$ cat src/rtl/sync_debounce.sv
// Synchronise a raw async level into clk and accept a new level only after DEBOUNCE
// consecutive en-ticks of stable mismatch. q changes SYNC_STAGES+1+DEBOUNCE edges after din.
// No backpressure; rise/fall are single-cycle pulses. Define SYNC_DEBOUNCE_GLITCH_CNT_EN for the rejection counter.
module sync_debounce #(
    parameter int   SYNC_STAGES = 2,
    parameter int   CNT_W       = 8,
    parameter int   DEBOUNCE    = 16,
    parameter logic RESET_VAL   = 1'b0
) (
    input  logic       clk,
    input  logic       nreset,
    input  logic       din,
    input  logic       en,
    output logic       q,
    output logic       rise,
    output logic       fall,
    output logic       busy
`ifdef SYNC_DEBOUNCE_GLITCH_CNT_EN
    ,
    input  logic       clr_glitch,
    output logic [7:0] glitch_cnt
`endif
);

    // Reject configurations the counter or synchroniser cannot represent.
    if (DEBOUNCE < 1 || DEBOUNCE > (2 ** CNT_W) - 1 || SYNC_STAGES < 2) begin : g_bad_param
        $error("sync_debounce: illegal DEBOUNCE/CNT_W/SYNC_STAGES combination");
    end

    localparam logic [CNT_W-1:0] CNT_LAST = CNT_W'(DEBOUNCE - 1);

    typedef enum logic {
        STABLE = 1'b0,
        CHECK  = 1'b1
    } state_t;

    logic [SYNC_STAGES-1:0] sync_q, sync_d;
    state_t                 state_q, state_d;
    logic [CNT_W-1:0]       cnt_q, cnt_d;
    logic                   q_q, q_d;
    logic                   rise_q, rise_d;
    logic                   fall_q, fall_d;
    logic                   busy_q, busy_d;
    logic                   s;
    logic                   reject;

    // Shift din through the synchroniser; only the last stage is ever observed.
    always_comb begin
        sync_d = {sync_q[SYNC_STAGES-2:0], din};
    end

    assign s = sync_q[SYNC_STAGES-1];

    // Next-state logic: mismatch opens a CHECK window, en-ticks count it down, any match aborts.
    always_comb begin
        state_d = state_q;
        cnt_d   = cnt_q;
        q_d     = q_q;
        rise_d  = 1'b0;
        fall_d  = 1'b0;
        reject  = 1'b0;
        unique case (state_q)
            STABLE: begin
                cnt_d = '0;
                if (s != q_q) begin
                    state_d = CHECK;
                end
            end
            CHECK: begin
                if (s == q_q) begin
                    state_d = STABLE;
                    cnt_d   = '0;
                    reject  = 1'b1;
                end else if (en) begin
                    // Bound is checked before incrementing so the counter never wraps.
                    if (cnt_q == CNT_LAST) begin
                        state_d = STABLE;
                        cnt_d   = '0;
                        q_d     = s;
                        rise_d  = s;
                        fall_d  = ~s;
                    end else begin
                        cnt_d = cnt_q + 1'b1;
                    end
                end
            end
            default: begin
                state_d = STABLE;
                cnt_d   = '0;
            end
        endcase
        busy_d = (state_d == CHECK);
    end

    // All state and outputs are registered; reset returns everything to a quiet STABLE.
    always_ff @(posedge clk or negedge nreset) begin
        if (!nreset) begin
            sync_q  <= {SYNC_STAGES{RESET_VAL}};
            state_q <= STABLE;
            cnt_q   <= '0;
            q_q     <= RESET_VAL;
            rise_q  <= 1'b0;
            fall_q  <= 1'b0;
            busy_q  <= 1'b0;
        end else begin
            sync_q  <= sync_d;
            state_q <= state_d;
            cnt_q   <= cnt_d;
            q_q     <= q_d;
            rise_q  <= rise_d;
            fall_q  <= fall_d;
            busy_q  <= busy_d;
        end
    end

    assign q    = q_q;
    assign rise = rise_q;
    assign fall = fall_q;
    assign busy = busy_q;

`ifdef SYNC_DEBOUNCE_GLITCH_CNT_EN
    logic [7:0] glitch_cnt_q, glitch_cnt_d;

    // Saturating count of rejected glitches; clear takes priority over a same-cycle rejection.
    always_comb begin
        glitch_cnt_d = glitch_cnt_q;
        if (clr_glitch) begin
            glitch_cnt_d = '0;
        end else if (reject && glitch_cnt_q != 8'hFF) begin
            glitch_cnt_d = glitch_cnt_q + 8'd1;
        end
    end

    // Rejection counter register.
    always_ff @(posedge clk or negedge nreset) begin
        if (!nreset) begin
            glitch_cnt_q <= '0;
        end else begin
            glitch_cnt_q <= glitch_cnt_d;
        end
    end

    assign glitch_cnt = glitch_cnt_q;
`else
    logic unused_reject;
    assign unused_reject = reject;
`endif

endmodule

$ cat config.mk
export PLATFORM = sky130hd
export DESIGN_NAME = sync_debounce
export DESIGN_NICKNAME = d
export VERILOG_FILES = /design/src/rtl/sync_debounce.sv
export SDC_FILE = /design/constraint.sdc
export NUM_CORES = 1
export LEC_CHECK = 0
export CAP_MARGIN = 20
export CORE_AREA = 4 4 41 43
export CTS_CLUSTER_DIAMETER = 80
export DETAILED_ROUTE_END_ITERATION = 7
export DIE_AREA = 0 0 45 47
export PLACE_DENSITY_LB_ADDON = 0.15
export SLEW_MARGIN = 20
export SYNTH_ARGS = -nofsm -noshare
export SYNTH_HDL_FRONTEND = slang
export SYNTH_SLANG_ARGS = --single-unit
$ cat constraint.sdc
create_clock -name clk -period 1.89 [get_ports clk]
set_clock_uncertainty 0.15 [all_clocks]
set_input_delay 0.189 -clock clk [delete_from_list [all_inputs] [get_ports clk]]
set_output_delay 0.189 -clock clk [all_outputs]
set_load 0.1 [all_outputs]
# == After elaboration in Yosys (flattened, before gate mapping) ==
# Index checks and enable logic that the tools add are counted.
# classes
div_mod_pow,0
n_bitwise,3
n_reduce_logical,1
multipliers,0
eq_ne,4
shift,0
magnitude_cmp,0
mux,17
addsub,1
# op_table
operator,count
8-bit two-way mux,3
8-bit one-hot mux with 2 select lines,1
1-bit two-way mux,12
8-bit by 1-bit adder with 8-bit output (second input constant),1
8-bit by 4-bit == test with 1-bit output (second input constant),1
4-bit AND reduction,1
3-bit by 2-bit inequality test with 1-bit output (second input constant),1
1-bit NOT,3
1-bit one-hot mux with 2 select lines,1
1-bit == test,1
1-bit inequality test,1
# totals
ramBits,0
wordCells,32
mem_count,0
latch_bits,0
out_inout_bits,4
register_bits,14
romBits,0
in_bits,4

# == Depth between registers and ports, before layout ==
# depth
word_depth,5
depth_mapped,5
depth_no_buf,5

# == Worst setup path before layout ==
# No wires, ideal clock.
# synth_path
path_kind,reg-to-reg
start,register q_q (netlist: q)
end,register cnt_q[7]
synth_period_minus_slack_ns,2.104
path_buffers,0
t_required_ns,1.658
slack_ns,-0.214
arrival_ns,1.872
stages_incl_launch_ff,5
setup_ns,0.082
cell_sequence,dfrtp_1 -> xnor2_1 -> nand2b_4 -> or2_1 -> a31oi_1
# synth_between
elab_chain_len,3
word_cells_on_any_way,4
classes_between,2 x eq/ne; 2 x mux
# synth_lines
item,line,source
from (decl),40,"logic q_q, q_d;"
from (signal assigned),109,q_q <= q_d;
1-bit == test (*),70,if (s == q_q) begin
8-bit two-way mux,70,
8-bit one-hot mux with 2 select lines,62,unique case (state_q)
to (signal assigned),108,cnt_q <= cnt_d;
to (decl),39,"logic [CNT_W-1:0] cnt_q, cnt_d;"
# Every way passes the cells marked *; elsewhere a longest branch is shown, timed or not.
# A chain may end at the register's enable or synchronous reset.

# == Worst setup path after layout ==
# layout_path
start,register cnt_q[0]
end,register cnt_q[7]
# layout_between
elab_chain_len,5
word_cells_on_any_way,6
classes_between,1 x add/sub; 1 x eq/ne; 4 x mux
# layout_lines
item,line,source
8-bit by 1-bit adder with 8-bit output / 8-bit by 4-bit == test with 1-bit output (equally long branches),"83, 76",
8-bit two-way mux (*),76,if (cnt_q == CNT_LAST) begin
8-bit two-way mux (*),74,end else if (en) begin
8-bit two-way mux (*),70,
8-bit one-hot mux with 2 select lines (*),62,
# Every way passes the cells marked *; elsewhere a longest branch is shown, timed or not. The select of a mux whose other input is x is not followed.

==> metrics.md <==
| Metric | Value |
|---|---|
| Worst R2R End | cnt_q[7]$_DFFE_PN0P_ |
| Avg Synthesized Cell Area | 11.64 um^2 |
| Synth Cell Area | 651.9 um^2 |
| Initial Util | 50.10% |
| RSZ-0062 raised after global routing | no |
| Worst setup path class | register to register |
| CP Max Fanout | 7 |
| CTS clk-pin slew, worst paths | 0.08 ns |
| Global-route wire length before repair | 1.849 mm |
| Fmax | 576.7 MHz |
| Reg area | 352.8 um^2 |
| Later-pin clock latency in the skew report | 0.28 ns |
| Hold Buf Count CTS | 0 |
| Reg2reg start | cnt_q[0]$_DFFE_PN0P_ |
| GPL Wtd Cong | 0.7943 |
| Worst Path Buf+Inv | 0 |
| # Post-CTS Setup Buffers | 0 |
| Post-DP HPWL | 861 um |
| Final Slew Violations | 0 |
| Top Ports | 8 |
| Layout cells sized above 1 | 24.64% |
| Post-synthesis register bit count | 14 |
| Root buffer cell | clkbuf_4 |
| P_leak | 0.3597 nW |
| Num rows | 13 |
| Vias in the first global route | 424 |
| Critical Path RT | 1.94 ns |
| Final non-filler cell total | 84 |
| Setup-failing EPs final | 0 |
| Vias | 445 |
| NumNets Final | 75 |
| Routed Wire Length | 1.123 mm |
| Die Wd | 45 um |
| Initial antenna violation count | 0 |
| Normalized max-slew margin | 72.77% |
| N_diodes | 0 |
| DR vias/cell | 5.298 |
| Final period util | 91.74% |
| First DRT Iteration DRCs | 2 |
| CTS resizes | 0 |
| Worst hold-check path type | input port to asynchronous set/reset pin |
| Die Ht | 47 um |
| Largest net degree at the start of global routing | 9 |
| TritonCTS clock tree | built |
| Pwr Density | 699.6 nW/um^2 |
| Total gr overflow | 0 |
| CP Capture Type | register |
| Flop2flop setup slack | 0.16 ns |
| Area growth, synth to finish | 24.18% |
| Drt drc | 0 |
| Yosys top cell area share | 53.74% |
| Mean routed wirelength per cell | 13.37 um |
| Clk sink count | 14 |
| CP max-delay cell | dfrtp_1 |
| Core Area | 1301 um^2 |
| Top cells by area, synth | dfrtp_1, a31oi_1, nor4_4 |
| # fillers | 119 |
| Clock buffer depth | 2 |
| Post-synth cell types | 26 |
| Crit path cell chain | ha_1, and3_1, a211oi_4, a41oi_1, a31oi_1 |
| Worst r2r path cells | 5 |
| DIE AREA | 2115 um^2 |
| Setup TNS | 0 ns |
| Post-layout min period | 1.734 ns |
| Cell count after synthesis | 56 |
| Critical Path Max Stage Delay | 0.40 ns |
| Status | finished, final reports clean |
| Startpoint types | register |
| H-tree levels | 1 |
| Yosys top cell by area | dfrtp_1 |
| CP arrival | 1.78 ns |
| Register area share after synthesis | 53.74% |
| Hold Fails Final Rpt | 0 |
| Gr usage total | 12.45% |
| Slew @ Worst Pin | 0.4054 ns |
| Multi-input gate area | 297.8 um^2 |
| PortBufs | 7 |
| Cell family with most CP delay | compound AO/OA/AOI/OAI gates |
| Detailed Routing Iterations Pass 1 | 2 |
| Syn Nets | 61 |
| Number of nets still failing antenna checks after routing | 0 |
| Dpl cells | 80 |
| Maximum vdd drop | 0.4410 mV |
| Yosys warnings | 0 |
| CTS Buf Count | 3 |
| Maxcap violations | 0 |
## logic make-up after synthesis
logic type / after synthesis / share of synthesized area, %
AO/OA/AOI/OAI: 11 / 12.09
XOR/XNOR: 3 / 4.031
adder cells (fa/ha/maj): 1 / 1.919
buffers and inverters: 1 / 0.5753
flip-flops: 14 / 53.74
multiplexers: 2 / 3.838
AND/OR/NAND/NOR: 24 / 23.80
## final cells by class
class | count | area share (%)
repair buffers | 9 | 12.36
well taps | 15 | 2.318
clock buffers | 4 | 4.482
flip-flops and latches | 14 | 43.59
inverters | 1 | 0.4637
multi-input cells | 41 | 36.79
## worst max path at each step
stage	start	endpoint	slack, ns	cells past startpoint
floorplan	q$_DFFE_PN0P_	cnt_q[7]$_DFFE_PN0P_	0.15	4
finish	cnt_q[0]$_DFFE_PN0P_	cnt_q[7]$_DFFE_PN0P_	0.16	5
CTS	cnt_q[0]$_DFFE_PN0P_	cnt_q[7]$_DFFE_PN0P_	0.16	5
global route	cnt_q[0]$_DFFE_PN0P_	cnt_q[7]$_DFFE_PN0P_	0.04	5
detailed placement	cnt_q[0]$_DFFE_PN0P_	cnt_q[7]$_DFFE_PN0P_	0.18	5
global placement	en	q$_DFFE_PN0P_	0.23	4
## worst reg2reg max path, stage by stage, from the launching register on
cell	delay [ns]
dfrtp_1	0.40
ha_1	0.23
and3_1	0.18
a211oi_4	0.36
a41oi_1	0.17
a31oi_1	0.17
## cells in the mapped netlist (all sizes together)
| library cell | n |
|---|---|
| dfrtp | 14 |
| nand2 | 5 |
| a31oi | 4 |
| nor2 | 4 |
| a21oi | 3 |
| and3 | 3 |
| nand3 | 3 |
| nand2b | 2 |
| nor3b | 2 |
| o21ai | 2 |
| xor2 | 2 |
| a211oi | 1 |
| a41oi | 1 |
| and4 | 1 |
| ha | 1 |
| inv | 1 |
| mux2 | 1 |
| mux2i | 1 |
| nand4 | 1 |
| nor3 | 1 |
| nor4 | 1 |
| or2 | 1 |
| xnor2 | 1 |
## through the flow
step                      area (um^2)  utilization [%]  hold slack [ns]  power (mW)  worst slack, ns
after floorplan                 654.4                -          -0.2566      0.3357           0.1456
after global placement          773.2            59.42           0.1828      0.3602           0.2274
after detailed placement        773.2            59.42           0.1881      0.3607           0.1817
after CTS                       809.5            62.21         0.006446      0.5749           0.1594
after global routing            809.5            62.21          0.03038      0.5887          0.04039
final                           809.5            62.21         0.001759      0.5664           0.1561
## power breakdown
group | total, mW | switching (mW) | internal [mW] | leakage, nW
Clock | 0.212 | 0.0953 | 0.117 | 0.0210
Combinational | 0.0447 | 0.0252 | 0.0195 | 0.153
Sequential | 0.309 | 0.00510 | 0.304 | 0.185
## registers in the layout, indices dropped and copies added, names as in the netlist
signal	count
sync_q	2
fall	1
busy	1
cnt_q	8
rise	1
q	1
## cell usage in the layout, fill, tap and decap left out, types with 2 or more instances in the layout
cell              n
and3_1            3
buf_4             4
clkbuf_4          3
nor3b_1           2
nor2_1            4
dfrtp_1          12
a31oi_1           4
nand2_1           5
nand3_1           2
xor2_1            2
clkdlybuf4s50_1   3
a21oi_1           3
buf_12            2
dfrtp_2           2
## metal layers
layer / vias up / routed length (um) / track usage [%]
li1: 232 / - / -
met1: 202 / 550 / 16.23
met2: 9 / 503 / 19.49
met3: 2 / 59 / 2.299
met4: 0 / 10 / 7.018
met5: - / 0 / 0
Power figures use the tool's default switching activity.
